`src/rtl/elevador_controle.sv`:
```
// Car controller for the 3-floor elevator: latches hall calls, moves the car, dwells at served floors.
// Optional emergency stop input `parar` is enabled by defining ELEVADOR_EMERGENCIA_EN.
module elevador_controle #(
    parameter int unsigned TRAVEL_CYCLES = 4,
    parameter int unsigned DOOR_CYCLES   = 3
) (
    input  logic       clock,
    input  logic       reset,
    input  logic       B1,
    input  logic       B2,
    input  logic       B3,
`ifdef ELEVADOR_EMERGENCIA_EN
    input  logic       parar,
`endif
    output logic       M,
    output logic       A1,
    output logic       A2,
    output logic       A3,
    output logic [1:0] andar,
    output logic       sobe
);

    localparam int unsigned MaxCycles = (TRAVEL_CYCLES > DOOR_CYCLES) ? TRAVEL_CYCLES : DOOR_CYCLES;
    localparam int unsigned CW        = $clog2(MaxCycles) + 1;

    typedef enum logic [1:0] {StParado, StMovendo, StPorta} estado_t;

    estado_t       estado_q, estado_d;
    logic [1:0]    andar_q, andar_d, andar_prox;
    logic          sobe_q, sobe_d;
    logic [2:0]    pending_q, pending_d;
    logic [CW-1:0] viagem_q, viagem_d;
    logic [CW-1:0] porta_q, porta_d;
    logic [2:0]    botoes, set_mask, limpa;
    logic          freio;
    logic          m_d;
    logic [2:0]    a_d;

    // Bit 0 of every floor mask is floor 1.
    function automatic logic [2:0] mascara(input logic [1:0] f);
        case (f)
            2'd1:    return 3'b001;
            2'd2:    return 3'b010;
            2'd3:    return 3'b100;
            default: return 3'b000;
        endcase
    endfunction

    function automatic logic ha_acima(input logic [1:0] f, input logic [2:0] p);
        case (f)
            2'd1:    return p[1] | p[2];
            2'd2:    return p[2];
            default: return 1'b0;
        endcase
    endfunction

    function automatic logic ha_abaixo(input logic [1:0] f, input logic [2:0] p);
        case (f)
            2'd3:    return p[1] | p[0];
            2'd2:    return p[0];
            default: return 1'b0;
        endcase
    endfunction

`ifdef ELEVADOR_EMERGENCIA_EN
    assign freio = parar;
`else
    assign freio = 1'b0;
`endif

    assign botoes = {B3, B2, B1};
    assign andar_prox = sobe_q ? andar_q + 2'd1 : andar_q - 2'd1;

    always_comb begin
        estado_d = estado_q;
        andar_d  = andar_q;
        sobe_d   = sobe_q;
        viagem_d = viagem_q;
        porta_d  = porta_q;
        limpa    = 3'b000;
        set_mask = botoes;
        // A press of the floor being served only restarts the dwell.
        if (estado_q == StPorta) begin
            set_mask = botoes & ~mascara(andar_q);
        end

        case (estado_q)
            StParado: begin
                if (|(pending_q & mascara(andar_q))) begin
                    estado_d = StPorta;
                    porta_d  = '0;
                    limpa    = mascara(andar_q);
                end else if (|pending_q) begin
                    if (sobe_q ? !ha_acima(andar_q, pending_q) : !ha_abaixo(andar_q, pending_q)) begin
                        sobe_d = !sobe_q;
                    end
                    estado_d = StMovendo;
                    viagem_d = '0;
                end
            end
            StMovendo: begin
                if (!freio) begin
                    if (viagem_q == CW'(TRAVEL_CYCLES - 1)) begin
                        viagem_d = '0;
                        andar_d  = andar_prox;
                        if (|(pending_q & mascara(andar_prox))) begin
                            estado_d = StPorta;
                            porta_d  = '0;
                            limpa    = mascara(andar_prox);
                        end else if (sobe_q ? !ha_acima(andar_prox, pending_q)
                                            : !ha_abaixo(andar_prox, pending_q)) begin
                            // Nothing left ahead: stop rather than run past an end floor.
                            estado_d = StParado;
                        end
                    end else begin
                        viagem_d = viagem_q + CW'(1);
                    end
                end
            end
            StPorta: begin
                if (|(botoes & mascara(andar_q))) begin
                    porta_d = '0;
                end else if (porta_q == CW'(DOOR_CYCLES - 1)) begin
                    estado_d = StParado;
                    porta_d  = '0;
                end else begin
                    porta_d = porta_q + CW'(1);
                end
            end
            default: estado_d = StParado;
        endcase

        pending_d = (pending_q | set_mask) & ~limpa;

        m_d = (estado_d == StMovendo) && !((estado_q == StMovendo) && freio);
        a_d = (estado_d == StMovendo) ? 3'b000 : mascara(andar_d);
    end

    always_ff @(posedge clock) begin
        if (reset) begin
            estado_q  <= StParado;
            andar_q   <= 2'd1;
            sobe_q    <= 1'b1;
            pending_q <= 3'b000;
            viagem_q  <= '0;
            porta_q   <= '0;
            M         <= 1'b0;
            A1        <= 1'b1;
            A2        <= 1'b0;
            A3        <= 1'b0;
        end else begin
            estado_q  <= estado_d;
            andar_q   <= andar_d;
            sobe_q    <= sobe_d;
            pending_q <= pending_d;
            viagem_q  <= viagem_d;
            porta_q   <= porta_d;
            M         <= m_d;
            A1        <= a_d[0];
            A2        <= a_d[1];
            A3        <= a_d[2];
        end
    end

    assign andar = andar_q;
    assign sobe  = sobe_q;

endmodule

```
`config.mk`:
```
export PLATFORM = sky130hd
export DESIGN_NAME = elevador_controle
export DESIGN_NICKNAME = d
export VERILOG_FILES = /design/src/rtl/elevador_controle.sv
export SDC_FILE = /design/constraint.sdc
export NUM_CORES = 1
export LEC_CHECK = 0
export ABC_CLOCK_PERIOD_IN_PS = 2840
export CAP_MARGIN = 25
export CORE_ASPECT_RATIO = 1.4
export CORE_MARGIN = 3
export CORE_UTILIZATION = 50
export DETAILED_ROUTE_END_ITERATION = 10
export PLACE_DENSITY_LB_ADDON = 0.12
export SKIP_LAST_GASP = 1
export SLEW_MARGIN = 20
export SYNTH_ARGS = -nofsm -noshare
export SYNTH_HDL_FRONTEND = slang
export SYNTH_SLANG_ARGS = --single-unit
```
`constraint.sdc`:
```
create_clock -name clock -period 2.84 [get_ports clock]
set_input_delay 0.568 -clock clock [delete_from_list [all_inputs] [get_ports clock]]
set_output_delay 0.568 -clock clock [all_outputs]
set_load 0.03 [all_outputs]
```
* Word-level counts from Yosys, hierarchy flattened *
Cells that the tools add are included.

word-level totals
  register bits = 18
  input bits = 5
  output and inout bits = 7
  logic and storage cells = 112

operators by class
  $add $sub $neg = 4
  equal/unequal tests = 19
  mux-type cells = 52
  bitwise operators = 11
  reductions and logical operators = 16

operators with widths
  operator               count
  $mux W3                16
  $pmux W3 S3            4
  $mux W2                10
  $and A3 B3 Y3          5
  $mux W1                15
  $eq A2 B2 Y1 const B   7
  $pmux W3 S2            2
  $reduce_or A3 Y1       4
  $eq A2 B1 Y1 const B   5
  $ne A2 B2 Y1 const B   5
  $pmux W1 S2            4
  $reduce_and A4 Y1      2
  $add A3 B1 Y3 const B  2
  $eq A3 B2 Y1 const B   2
  $not A3 Y3             2
  $pmux W2 S3            1
  $logic_not A1 Y1       5
  $or A3 B3 Y3           1
  $reduce_and A3 Y1      1
  $reduce_bool A3 Y1     1
  $add A2 B1 Y2 const B  1
  $logic_not A2 Y1       1
  $or A1 B1 Y1           2
  $reduce_bool A2 Y1     1
  other kinds (3)        3

* Longest topological paths before layout *
  depth after elaboration = 19
  depth in mapped cells = 9
  mapped depth without buffers = 9

* Least setup slack after synthesis *
No wires, ideal clock.

  kind = reg2reg
  from = register andar_q[0], in the netlist andar[0]
  to = register porta_q[1]
  library setup time = 91 ps
  arrival time = 2690 ps
  data required time = 2749 ps
  path slack = 59 ps
  stages on the path, launching flop included = 10
  buffers on the path = 0
  period minus slack after synthesis = 2781 ps
  cells stage by stage = dfxtp_1 > inv_1 > ha_1 > xnor2_1 > inv_1 > ha_1 > a222oi_1 > nor2_1 > a2bb2oi_1 > a311oi_1

on the way
  longest elaborated chain between the ends = 10
  elaborated cells on any way between the ends = 26
  classes of those cells = add/sub: 2; eq/ne: 8; mux: 9; bitwise: 3; reduce/logical: 4

ends and longest elaborated chain
  element                                                line  source
  start: declaration                                     29    logic [1:0] andar_q, andar_d, andar_prox;
  start signal: assignment                               153   andar_q <= andar_d;
  $sub A2 B1 Y2 / $add A2 B1 Y2 (equally long branches)  72    assign andar_prox = sobe_q ? andar_q + 2'd1 : andar_q - 2'd1;
  $mux W2                                                72
  $eq A2 B2 Y1 / $eq A2 B1 Y1 (equally long branches)    41    case (f)
  $pmux W3 S3                                            41
  $mux W3                                                103   if (viagem_q == CW'(TRAVEL_CYCLES - 1)) begin
  $mux W3                                                87    case (estado_q)
  $and A3 B3 Y3                                          106   if (|(pending_q & mascara(andar_prox))) begin
  $reduce_or A3 Y1                                       106
  $ne A2 B2 Y1 (no line)                                 -
  $reduce_and A4 Y1 (no line)                            -
  end signal: assignment                                 157   porta_q <= porta_d;
  end: declaration                                       33    logic [CW-1:0] porta_q, porta_d;

Several ways; a longest one is shown, not always the timed one. The select of a mux whose other input is x is not followed.
A chain may end at the register's enable or synchronous reset.

* Final worst setup path *
  from = register andar_q[0], in the netlist andar[0]
  to = register pending_q[1]

on the way
  longest elaborated chain between the ends = 13
  elaborated cells on any way between the ends = 29
  classes of those cells = add/sub: 2; eq/ne: 6; mux: 12; bitwise: 7; reduce/logical: 2

ends and longest elaborated chain
  element                                                line  source
  $sub A2 B1 Y2 / $add A2 B1 Y2 (equally long branches)  72
  $mux W2                                                72
  $eq A2 B2 Y1 / $eq A2 B1 Y1 (equally long branches)    41
  $pmux W3 S3                                            41
  $mux W3                                                103
  $mux W3                                                87
  $and A3 B3 Y3                                          106
  $reduce_or A3 Y1                                       106
  $mux W3                                                106
  $mux W3                                                103
  $pmux W3 S2                                            87
  $not A3 Y3                                             133   pending_d = (pending_q | set_mask) & ~limpa;
  $and A3 B3 Y3 *                                        133
  end signal: assignment                                 155   pending_q <= pending_d;
  end: declaration                                       31    logic [2:0] pending_q, pending_d;

Mark *: on every way between the ends. The rest lies on a longest branch, timed or not. The select of a mux whose other input is x is not followed.

==> flow_summary.toml <==
[outcome]
outcome = "finished, final reports clean"

[sta]
worst_pin_slew_ns = 0.476
rsz0062_at_grt = "no"
finClkSkew_ns = 0.000726
period_share_pct = 92.8
period_minus_slack_ns = 2.64
tns_ns = 0
fin_ws_ns = 0.204
setup_viol = 0
fmax_mhz = 379
hold_viol_final = 0
relSlewSlack_pct = 68.2
slew_viol_final = 0

[route]
wl_microns = 2570
vias_per_cell = 6.32
drt_iter0_markers = 43
dr.pass1.iters = 4
wl_per_cell_microns = 16.0
drc_errors = 0
drtAntennaViolNets = 0
via_count = 1017

[layout]
syn2layout_area_growth_pct = 15.8
nFillCells = 184
drive_above_1_share_pct = 10.7
fin_cells = 161
n_antenna_cell = 0
ff_latch_area_sq_um = 360
multi_input_area_sq_um = 673
fin_nets = 155

[clock_network]
cts_sinks = 18
cts_root_buf = "clkbuf_4"
cts_max_path_buffers = 2
cts.clk_slew.worst_paths_ns = 0.10
clk_latency_ns = 0.29
h-tree-depth = 1
tritoncts = "yes"
cts_made_buffers = 3
hold_buffers = 0

[power_and_ir_drop]
p_total_uw = 609
p_leak_nw = 0.514
power_frac_comb_pct = 25.1
power_frac_clock_pct = 26.2
netSwitchingFraction_pct = 31.4
seq_power_share_pct = 48.6
p_sw_uw = 191
internal-power_uw = 418
power_density_nw_per_um2 = 481
ir_drop_uv = 347

[die]
fp-row-count = 19
ios = 12
start_util_pct = 54.1
coreArea_sq_um = 2020
dieArea_sq_um = 2790
dieHeight_microns = 61.3
die_w_microns = 45.5

[placement]
place_worst_setup_slack_ns = 0.121
place_inst = 156
place.gp.congestion = 0.953
place.port_buffers = 11
dp_hpwl_microns = 2030

[grt]
grt_pass1_wl_microns = 4290
grt_start_max_net_pins = 13
grt_antenna_before_repair = 0
track_usage_pct = 20.9
grt_overflow = 0
grt_pass1_vias = 996

[synthesis]
synth_cells = 127
yosys_warnings = 0
yosysUniqueCellTypes = 41
netlist_area_sq_um = 1090
synth_area_leaders = "dfxtp_1, ha_1, a21oi_1"
yosysSeqAreaShare_pct = 33.0
syn-num-nets = 141
synth_top_area_share_pct = 33.0
synth_top_cell_by_area = "dfxtp_1"
postSynthAreaPerCell_sq_um = 8.61
ys_ff_latch = 18

[hold_path]
whs_path_depth = 1
hold_start = "viagem_q[2]$_SDFFE_PP0P_"
hold_path_class = "flip-flop to flip-flop"
hold_end = "viagem_q[2]$_SDFFE_PP0P_"

[critical_path]
crit_start = "andar[0]$_SDFF_PP1_"
required_ns = 3.03
r2r-start = "andar[0]$_SDFF_PP1_"
critPathLaunchType = "flip-flop"
ff2ff_path_depth = 9
path_max_fanout = 4
cp-end-kind = "flip-flop"
r2r_end = "pending_q[1]$_SDFF_PP0_"
critPathArrivalTime_ns = 2.82
r2r_setup_slack_ns = 0.20
path_class = "flip-flop to flip-flop"

[flow_run]
cap_violations = 0
==> cells in the mapped netlist (all sizes together) <==
cell / count
nand2: 9
clkbuf: 4
a311oi: 1
o31ai: 1
xnor2: 2
buf: 1
or4: 2
o211ai: 2
nand3: 4
or3: 2
ha: 9
a31oi: 1
o221ai: 1
inv: 10
a21oi: 11
a2bb2oi: 1
o21ai: 4
o311ai: 1
dfxtp: 18
o32ai: 1
and4bb: 1
nor2b: 3
nand4bb: 1
xor2: 1
a222oi: 3
a211oi: 1
nor3: 4
o211a: 1
o22ai: 1
and2: 5
o32a: 1
a22oi: 2
nand2b: 1
and3: 3
nor2: 9
a2111oi: 3
mux2i: 2
==> cell usage in the layout (no fill, tap or decap), types with 3 or more instances in the layout <==
master           netlist  routed
inv_1                 10      10
dfxtp_1               18      18
clkbuf_4               0       3
clkdlybuf4s50_1        0      11
a222oi_1               3       3
nor2b_1                3       3
nor2_1                 9       9
buf_4                  1       3
a21oi_1               11      11
ha_1                   9       9
nand3_1                4       4
nor3_1                 3       3
nand2_1                9       9
and2_1                 5       5
o21ai_0                4       3
a2111oi_2              3       3
==> kinds of logic (layout without fill, tap and decap cells) <==
group	after synthesis	in the layout	synth area share, %
adder cells (fa/ha/maj)	9	9	10.3
XOR/XNOR	3	3	2.40
multiplexers	2	2	1.83
AND/OR/NAND/NOR	44	44	22.2
AO/OA/AOI/OAI	36	36	24.8
buffers and inverters	15	28	5.49
flip-flops	18	18	33.0
==> power groups by stage <==
stage	Sequential, mW	Combinational (mW)	Clock [mW]
after CTS	0.296	0.151	0.163
after global placement	0.300	0.147	0
after global routing	0.299	0.169	0.175
after detailed placement	0.302	0.150	0
final	0.296	0.153	0.160
after floorplan	0.301	0.105	0
==> per-layer routing <==
metal  vias up  routed length [microns]  part of all wire, %  GRT usage [%]
met5         -                        0                    0              0
met4         0                       93                  3.6           10.9
met3        12                      104                  4.0           4.09
met2        29                     1360                   53           36.1
met1       482                     1010                   39           23.8
li1        494                        -                    -              -
==> flip-flops by register name (all words and copies together) (netlist names) <==
signal	flops
A1	1
porta_q	3
viagem_q	3
pending_q	3
A3	1
andar	2
sobe	1
estado_q	2
A2	1
M	1
==> through the flow <==
step | utilization, % | area (sq um) | hold slack, ns
global placement | 60.5 | 1220 | 0.460
floorplan | - | 1090 | 0.447
finish | 62.7 | 1270 | 0.486
global route | 62.7 | 1270 | 0.501
CTS | 62.3 | 1260 | 0.492
detailed placement | 60.5 | 1220 | 0.479
==> critical path: stages (launching register included) <==
cell and delay [ns]:
dfxtp_1 0.34, inv_1 0.06, ha_1 0.33, xnor2_1 0.31, inv_1 0.16, ha_1 0.29, a222oi_1 0.35, buf_4 0.18
nor2_1 0.09, a2111oi_2 0.41
==> how the worst max path moves through the flow <==
stage                              endpoint  cells after the start
floorplan           porta_q[1]$_SDFFE_PP0P_                      9
global placement              A3$_SDFF_PP0_                      9
detailed placement            A3$_SDFF_PP0_                      9
CTS                            M$_SDFF_PP0_                      9
global route        porta_q[1]$_SDFFE_PP0P_                     10
finish              pending_q[1]$_SDFF_PP0_                      9
==> area by class of cell <==
cell class,instances,share of cell area (%)
well taps,21,2.08
repair buffers,14,10.5
inverters,10,2.96
flip-flops and latches,18,28.5
clock buffers,4,2.87
multi-input cells,94,53.2
==> what timing repair did <==
item | in CTS | in global routing
resized for setup | 0 | 1
setup endpoints to repair | 0 | 10
buffers inserted | 0 | 1
Note: power is estimated with default switching activity, not from simulation.
